`src/rtl/muldiv_pkg.sv`:
```
// muldiv_pkg: op encodings and controller state type shared by the muldiv unit.
package muldiv_pkg;

    localparam logic [2:0] OP_MULTU = 3'b000;
    localparam logic [2:0] OP_MULT  = 3'b001;
    localparam logic [2:0] OP_DIVU  = 3'b010;
    localparam logic [2:0] OP_DIV   = 3'b011;
    localparam logic [2:0] OP_MTHI  = 3'b100;
    localparam logic [2:0] OP_MTLO  = 3'b101;

    typedef enum logic [1:0] {
        S_IDLE = 2'd0,
        S_CALC = 2'd1,
        S_DONE = 2'd2
    } state_t;

    function automatic logic op_is_signed(input logic [2:0] op);
        return (op == OP_MULT) || (op == OP_DIV);
    endfunction

endpackage

```
`src/rtl/muldiv_if.sv`:
```
// muldiv_if: request/response bundle between an issuing pipeline and muldiv_unit.
interface muldiv_if #(
    parameter int WIDTH = 32
);
    logic             start;
    logic [2:0]       op;
    logic [WIDTH-1:0] a;
    logic [WIDTH-1:0] b;
    logic             abort;
    logic             busy;
    logic             done;
    logic             div_by_zero;
    logic [WIDTH-1:0] hi;
    logic [WIDTH-1:0] lo;

    modport master (
        output start, op, a, b, abort,
        input  busy, done, div_by_zero, hi, lo
    );

    modport slave (
        input  start, op, a, b, abort,
        output busy, done, div_by_zero, hi, lo
    );
endinterface

```
`src/rtl/muldiv_step.sv`:
```
// muldiv_step: one radix-2 iteration (shift-add multiply / restoring divide).
// Divide path present only when MULDIV_DIV_EN is defined.
module muldiv_step #(
    parameter int WIDTH = 32
) (
`ifdef MULDIV_DIV_EN
    input  logic             i_div,
`endif
    input  logic [WIDTH-1:0] i_upper,
    input  logic [WIDTH-1:0] i_lower,
    input  logic [WIDTH-1:0] i_opnd,
    output logic [WIDTH-1:0] o_upper,
    output logic [WIDTH-1:0] o_lower
);
    logic [WIDTH:0] w_sum;
`ifdef MULDIV_DIV_EN
    logic [WIDTH:0]   w_shift;
    logic [WIDTH-1:0] w_diff;
`endif

    always_comb begin
        // Multiply: conditionally add multiplicand, then shift {carry,upper,lower} right
        w_sum   = {1'b0, i_upper} + (i_lower[0] ? {1'b0, i_opnd} : '0);
        o_upper = w_sum[WIDTH:1];
        o_lower = {w_sum[0], i_lower[WIDTH-1:1]};
`ifdef MULDIV_DIV_EN
        // Remainder stays below the divisor, so the difference fits in WIDTH bits
        w_shift = {i_upper, i_lower[WIDTH-1]};
        w_diff  = w_shift[WIDTH-1:0] - i_opnd;
        if (i_div) begin
            if (w_shift >= {1'b0, i_opnd}) begin
                o_upper = w_diff;
                o_lower = {i_lower[WIDTH-2:0], 1'b1};
            end else begin
                o_upper = w_shift[WIDTH-1:0];
                o_lower = {i_lower[WIDTH-2:0], 1'b0};
            end
        end
`endif
    end

endmodule

```
`src/rtl/muldiv_unit.sv`:
```
// muldiv_unit: iterative HI/LO multiply/divide unit with MTHI/MTLO writes.
// Build option: define MULDIV_DIV_EN to include the restoring divider.
module muldiv_unit #(
    parameter int WIDTH = 32
) (
    input logic     clk,
    input logic     reset,
    muldiv_if.slave bus
);
    import muldiv_pkg::*;

    localparam int              CNT_W    = $clog2(WIDTH + 1);
    localparam logic [CNT_W-1:0] CNT_ONE  = CNT_W'(1);
    localparam logic [CNT_W-1:0] CNT_INIT = CNT_W'(WIDTH);

    state_t             r_state;
    logic [CNT_W-1:0]   r_cnt;
    logic [WIDTH-1:0]   r_upper, r_lower, r_opnd;
    logic [WIDTH-1:0]   r_hi, r_lo;
    logic               r_neg_q, r_done, r_dbz;
    logic               w_signed, w_a_neg, w_neg_q;
    logic [WIDTH-1:0]   w_a_mag, w_b_mag, w_upper, w_lower;
    logic [2*WIDTH-1:0] w_prod;
`ifdef MULDIV_DIV_EN
    logic               r_div, r_neg_r;
    logic [WIDTH-1:0]   w_quo, w_rem;
`endif

    always_comb begin
        w_signed = op_is_signed(bus.op);
        w_a_neg  = w_signed & bus.a[WIDTH-1];
        w_neg_q  = w_signed & (bus.a[WIDTH-1] ^ bus.b[WIDTH-1]);
        w_a_mag  = w_a_neg ? -bus.a : bus.a;
        w_b_mag  = (w_signed & bus.b[WIDTH-1]) ? -bus.b : bus.b;
        w_prod   = {w_upper, w_lower};
        if (r_neg_q) w_prod = -w_prod;
`ifdef MULDIV_DIV_EN
        w_quo = r_neg_q ? -w_lower : w_lower;
        w_rem = r_neg_r ? -w_upper : w_upper;
`endif
    end

    muldiv_step #(.WIDTH(WIDTH)) u_step (
`ifdef MULDIV_DIV_EN
        .i_div   (r_div),
`endif
        .i_upper (r_upper),
        .i_lower (r_lower),
        .i_opnd  (r_opnd),
        .o_upper (w_upper),
        .o_lower (w_lower)
    );

    always_ff @(posedge clk or negedge reset) begin
        if (!reset) begin
            r_state <= S_IDLE;
            r_cnt   <= '0;
            r_upper <= '0;
            r_lower <= '0;
            r_opnd  <= '0;
            r_hi    <= '0;
            r_lo    <= '0;
            r_neg_q <= 1'b0;
            r_done  <= 1'b0;
            r_dbz   <= 1'b0;
`ifdef MULDIV_DIV_EN
            r_div   <= 1'b0;
            r_neg_r <= 1'b0;
`endif
        end else if (bus.abort) begin
            r_state <= S_IDLE;
            r_cnt   <= '0;
            r_done  <= 1'b0;
            r_dbz   <= 1'b0;
        end else begin
            case (r_state)
                S_IDLE: begin
                    if (bus.start) begin
                        case (bus.op)
                            OP_MTHI: r_hi <= bus.a;
                            OP_MTLO: r_lo <= bus.a;
                            OP_MULTU, OP_MULT: begin
                                r_upper <= '0;
                                r_lower <= w_b_mag;
                                r_opnd  <= w_a_mag;
                                r_neg_q <= w_neg_q;
                                r_cnt   <= CNT_INIT;
                                r_state <= S_CALC;
`ifdef MULDIV_DIV_EN
                                r_div   <= 1'b0;
`endif
                            end
                            OP_DIVU, OP_DIV: begin
`ifdef MULDIV_DIV_EN
                                if (bus.b == '0) begin
                                    r_state <= S_DONE;
                                    r_done  <= 1'b1;
                                    r_dbz   <= 1'b1;
                                end else begin
                                    r_upper <= '0;
                                    r_lower <= w_a_mag;
                                    r_opnd  <= w_b_mag;
                                    r_neg_q <= w_neg_q;
                                    r_neg_r <= w_a_neg;
                                    r_div   <= 1'b1;
                                    r_cnt   <= CNT_INIT;
                                    r_state <= S_CALC;
                                end
`else
                                r_state <= S_DONE;
                                r_done  <= 1'b1;
`endif
                            end
                            default: ;
                        endcase
                    end
                end
                S_CALC: begin
                    r_upper <= w_upper;
                    r_lower <= w_lower;
                    r_cnt   <= r_cnt - CNT_ONE;
                    if (r_cnt == CNT_ONE) begin
`ifdef MULDIV_DIV_EN
                        if (r_div) begin
                            r_hi <= w_rem;
                            r_lo <= w_quo;
                        end else begin
                            r_hi <= w_prod[2*WIDTH-1:WIDTH];
                            r_lo <= w_prod[WIDTH-1:0];
                        end
`else
                        r_hi <= w_prod[2*WIDTH-1:WIDTH];
                        r_lo <= w_prod[WIDTH-1:0];
`endif
                        r_state <= S_DONE;
                        r_done  <= 1'b1;
                    end
                end
                S_DONE: begin
                    r_state <= S_IDLE;
                    r_done  <= 1'b0;
                    r_dbz   <= 1'b0;
                end
                default: r_state <= S_IDLE;
            endcase
        end
    end

    assign bus.busy        = (r_state != S_IDLE);
    assign bus.done        = r_done;
    assign bus.div_by_zero = r_dbz;
    assign bus.hi          = r_hi;
    assign bus.lo          = r_lo;

endmodule

```
`src/flat_wrapper.sv`:
```
// flat-port wrapper written by rule: the top's interface ports become plain ports
module muldiv_unit_flat import muldiv_pkg::*;
#(
    parameter int WIDTH = 32
)
  (clk, reset, bus_start, bus_op, bus_a, bus_b, bus_abort, bus_busy, bus_done, bus_div_by_zero, bus_hi, bus_lo);
  muldiv_if #(.WIDTH(WIDTH)) bus_i ();
  input logic clk;
  input logic reset;
  input wire logic [$bits(bus_i.start)-1:0] bus_start;
  input wire logic [$bits(bus_i.op)-1:0] bus_op;
  input wire logic [$bits(bus_i.a)-1:0] bus_a;
  input wire logic [$bits(bus_i.b)-1:0] bus_b;
  input wire logic [$bits(bus_i.abort)-1:0] bus_abort;
  output wire logic [$bits(bus_i.busy)-1:0] bus_busy;
  output wire logic [$bits(bus_i.done)-1:0] bus_done;
  output wire logic [$bits(bus_i.div_by_zero)-1:0] bus_div_by_zero;
  output wire logic [$bits(bus_i.hi)-1:0] bus_hi;
  output wire logic [$bits(bus_i.lo)-1:0] bus_lo;
  assign bus_i.start = bus_start;
  assign bus_i.op = bus_op;
  assign bus_i.a = bus_a;
  assign bus_i.b = bus_b;
  assign bus_i.abort = bus_abort;
  assign bus_busy = bus_i.busy;
  assign bus_done = bus_i.done;
  assign bus_div_by_zero = bus_i.div_by_zero;
  assign bus_hi = bus_i.hi;
  assign bus_lo = bus_i.lo;
  muldiv_unit #(.WIDTH(WIDTH)) u_core (.clk(clk), .reset(reset), .bus(bus_i));
endmodule
```
`config.mk`:
```
export PLATFORM = sky130hd
export DESIGN_NAME = muldiv_unit_flat
export DESIGN_NICKNAME = d
export VERILOG_FILES = /design/src/rtl/muldiv_pkg.sv /design/src/rtl/muldiv_if.sv /design/src/rtl/muldiv_step.sv /design/src/rtl/muldiv_unit.sv /design/src/flat_wrapper.sv
export SDC_FILE = /design/constraint.sdc
export NUM_CORES = 1
export LEC_CHECK = 0
export CAP_MARGIN = 20
export CORE_MARGIN = 8
export CORE_UTILIZATION = 58
export CTS_CLUSTER_SIZE = 12
export DETAILED_ROUTE_END_ITERATION = 6
export GPL_TIMING_DRIVEN = 0
export PLACE_DENSITY = 0.84
export SETUP_SLACK_MARGIN = 0.15
export SLEW_MARGIN = 20
export SYNTH_ARGS = -nofsm -noshare
export SYNTH_HDL_FRONTEND = slang
export SYNTH_SLANG_ARGS = --single-unit
```
`constraint.sdc`:
```
create_clock -name clk -period 5.65 [get_ports clk]
set_input_delay 0.565 -clock clk [delete_from_list [all_inputs] [get_ports clk]]
set_output_delay 0.565 -clock clk [all_outputs]
set_load 0.02 [all_outputs]
```
==> results.md <==
* Startpoint Class: flop
* Total chip power at 6.54 mW
* Port bufs at 136
* R2R setup slack at 0.45 ns
* Dpl hpwl at 31.8 mm
* Final estimated routing congestion in global placement at 1.03
* CTS Hold Bufs at 0
* Antenna viol nets, final at 0
* Pin count of the biggest net entering global routing at 96
* Vias at 12600
* Switch Pwr at 2.92 mW
* Hold Violations, Final at 0
* Row Count at 53
* # DRC at 0
* Synth Area in XOR/XNOR at 0.0899
* Critical Path Fanout Max at 10
* Critical path cell sequence: clkbuf_1 -> and2_1 -> ha_1 -> fa_1 -> a21o_1 -> a221o_1 -> a211oi_2 -> xnor2_1 -> a221oi_2 -> nand4_2 -> or4_4 -> o41ai_2 -> xnor2_1 -> a221oi_2
* CP arrival at 5.54 ns
* Critical path class: reg -> reg
* CTS tree: done
* Commonest non-fill, non-tap cell in the layout: nor2_1
* Nets at 1770
* RSZ-0062 raised after global routing: false
* Fmax at 192 MHz
* FF-to-FF path depth at 14
* FF-to-FF End: u_core.bus.hi[29]
* DIE HEIGHT at 161 um
* Mux cell area share after synthesis at 0.00513
* Drt wl/cell at 21.2 um
* Maxcap violations at 0
* Final instance area at 0.0146 sq mm
* Global-route wire length before repair at 65.1 mm
* CTS buffer count at 17
* VDD IR max at 0.279 mV
* Leak at 6.00 nW
* Unique masters post-synth at 83
* Die area at 0.0259 sq mm
* Hold Crit Class: in -> async
* Crit-path slowest cell: or4_4
* Clk_lat worst skew at 0.44 ns
* Sink Count at 170
* Area Growth Syn to Fin at 19.6%
* Crit end category: flop
* Deepest clock path buffer count at 2
* Initial antenna violation count at 1
* Final min period at 5.20 ns
* WP buf/inv at 1
* CP top delay family: compound AO/OA/AOI/OAI gates
* Synth Area in Compound Gates at 0.256
* Grt total ovfl at 0
* Ys Warns at 0
* Sw Ratio at 0.447
* Worst clock skew at 0.00957 ns
* Post-CTS setup buffers at 0
* Largest stage delay on the critical path at 0.54 ns
* Internal Power at 3.62 mW
* Area post-placement at 0.0139 sq mm
* DR iter-0 viols at 1425
* Status: complete, no violations
* Synthesized flop and latch total at 170
* Top Ports at 138
* Filler instances at 1665
* Clk pwr share at 0.188
* # setup viols final at 0
* Slew HR at 0.248
* Mapped Cells at 1503
* Clock transition at the registers of the reported paths at 0.07 ns
* WHS at 0.0781 ns
* CTS root buf: clkbuf_16
* Simple-Gate Fraction of Synth Area at 0.227
* Most frequent cells in the layout: nor2_1, nand2_1, dfrtp_1
* Ratio of cells with drive above 1 in the final layout at 0.0388
* Final slew viol count at 0
* Post-synth ARST share at 1.00
* Period utilization at 0.920
* Syn Area/Cell at 8.11 sq um
* Die width at 161 um
* Post-route setup TNS at 0 ns
* Post-synth EDFFs at 0
* Netlist Area Pre-Place at 0.0122 sq mm
* Flop pwr share at 0.303
* Worst R2R Start: u_core.r_lower[0]
* Sequential fraction of the synthesis area at 0.349
* All-Layer GR Usage at 0.317
* Core area at 0.0208 sq mm
* CTS H-tree lvls at 4
* Top FF cell, synth: dfrtp_1
* CP required at 6.00 ns
* Levels on crit path at 14
* Pwr Density at 449 mW/mm^2
* Worst-Margin Slew at 1.13 ns
* Final WL at 41.4 mm
* Combinational power share at 0.509
* Largest family of logic cells by synthesized area: compound AO/OA/AOI/OAI gates
* Adder-Cell Fraction of Synth Area at 0.0396
* Initial Util at 0.585
* Vias in the first global route at 12300
* Final Util at 0.700
* TritonRoute pass-1 iters at 6
* Drt via density at 6.45
* Net count after synthesis at 1612
[cell families (layout without fill, tap and decap cells)]
group                    Yosys count  after routing
buffers and inverters            106            277
XOR/XNOR                         125            125
AND/OR/NAND/NOR                  574            574
adder cells (fa/ha/maj)           38             38
AO/OA/AOI/OAI                    483            483
other                              1              2
multiplexers                       6              6
flip-flops                       170            170
[cells in the mapped netlist, types with 5 or more instances]
master | n | area share
a31oi_1 | 9 | 0.0046
nand2_1 | 173 | 0.053
a211oi_1 | 7 | 0.0043
a22o_1 | 25 | 0.018
a21o_1 | 23 | 0.014
ha_1 | 37 | 0.038
dfrtp_1 | 170 | 0.35
nand3_1 | 18 | 0.0074
nor4_1 | 11 | 0.0056
o221ai_1 | 5 | 0.0036
o211a_1 | 5 | 0.0041
o31ai_1 | 64 | 0.039
o21ai_0 | 99 | 0.041
xnor2_1 | 74 | 0.053
nor2b_1 | 5 | 0.0026
nor2_1 | 189 | 0.058
and3_1 | 12 | 0.0062
a21oi_1 | 136 | 0.056
inv_1 | 22 | 0.0068
o21a_1 | 8 | 0.0049
o21ai_1 | 27 | 0.011
nand3b_1 | 7 | 0.0043
and2_1 | 44 | 0.023
or4_1 | 18 | 0.011
or3_1 | 21 | 0.011
o211ai_1 | 9 | 0.0055
or2_2 | 5 | 0.0026
xor2_1 | 51 | 0.037
buf_1 | 7 | 0.0022
nand4_1 | 14 | 0.0072
nand2b_1 | 7 | 0.0036
nor3_1 | 27 | 0.011
clkbuf_1 | 75 | 0.023
o41ai_1 | 18 | 0.013
[timing repair]
action                                  4_1_cts  5_1_grt
endpoints found under the hold margin         0        0
resized for setup                             0        2
endpoints found under the setup margin        0        6
[power by group through the flow]
stage | Combinational (mW) | Sequential (mW) | Clock (mW)
final | 3.33 | 1.98 | 1.23
after global routing | 3.59 | 2.01 | 1.29
after CTS | 3.25 | 1.96 | 1.23
after detailed placement | 3.21 | 1.98 | 0
after global placement | 3.14 | 1.96 | 0
after floorplan | 1.92 | 2.08 | 0
[registers in the layout (all words and copies together), names as in the netlist]
name             cells
u_core.r_state       2
u_core.r_cnt         6
u_core.r_opnd       32
u_core.bus.done      1
u_core.r_upper      32
u_core.bus.hi       32
u_core.r_neg_q       1
u_core.r_lower      32
u_core.bus.lo       32
[worst reg2reg max path: stages, from the launching register on]
cell and delay, ns:
dfrtp_1 0.49, clkbuf_1 0.29, and2_1 0.22, ha_1 0.20
fa_1 0.42, a21o_1 0.22, a221o_1 0.39, a211oi_2 0.44
xnor2_1 0.29, a221oi_2 0.51, nand4_2 0.35, or4_4 0.54
o41ai_2 0.29, xnor2_1 0.17, a221oi_2 0.27
[layout make-up]
type / instances / area (sq um) / share of cell area
clock buffer: 18 / 429 / 0.0294
timing repair buffer: 139 / 1410 / 0.0965
antenna: 1 / 2.50 / 0.000172
sequential: 170 / 4250 / 0.292
multi-input combinational: 1227 / 7550 / 0.518
clock inverter: 14 / 185 / 0.0127
tap: 275 / 344 / 0.0236
buffer: 84 / 320 / 0.0220
inverter: 22 / 82.6 / 0.00567
[stage by stage]
stage	instances	worst slack [ns]
final	1950	0.452
after global routing	1950	0.288
after CTS	1948	0.220
after detailed placement	1916	0.319
after global placement	1914	-2.87
after floorplan	1503	1.59
[layer usage]
metal | wire, um | track usage | vias up
met3 | 3780 | 0.0729 | 170
li1 | - | - | 5788
met4 | 2360 | 0.190 | 0
met2 | 19500 | 0.517 | 746
met1 | 15800 | 0.377 | 5874
met5 | 0 | 0 | -
[how the worst max path moves through the flow]
stage                                  from  slack [ns]                 end
final                     u_core.r_lower[0]        0.45   u_core.bus.hi[29]
after global routing      u_core.r_lower[0]        0.29   u_core.bus.hi[29]
after CTS                 u_core.r_lower[0]        0.22   u_core.bus.hi[29]
after detailed placement  u_core.r_lower[0]        0.32   u_core.bus.hi[29]
after global placement                reset       -2.87  u_core.r_upper[27]
after floorplan           u_core.r_lower[0]        1.59   u_core.bus.hi[29]
(Power assumes the default switching activity.)
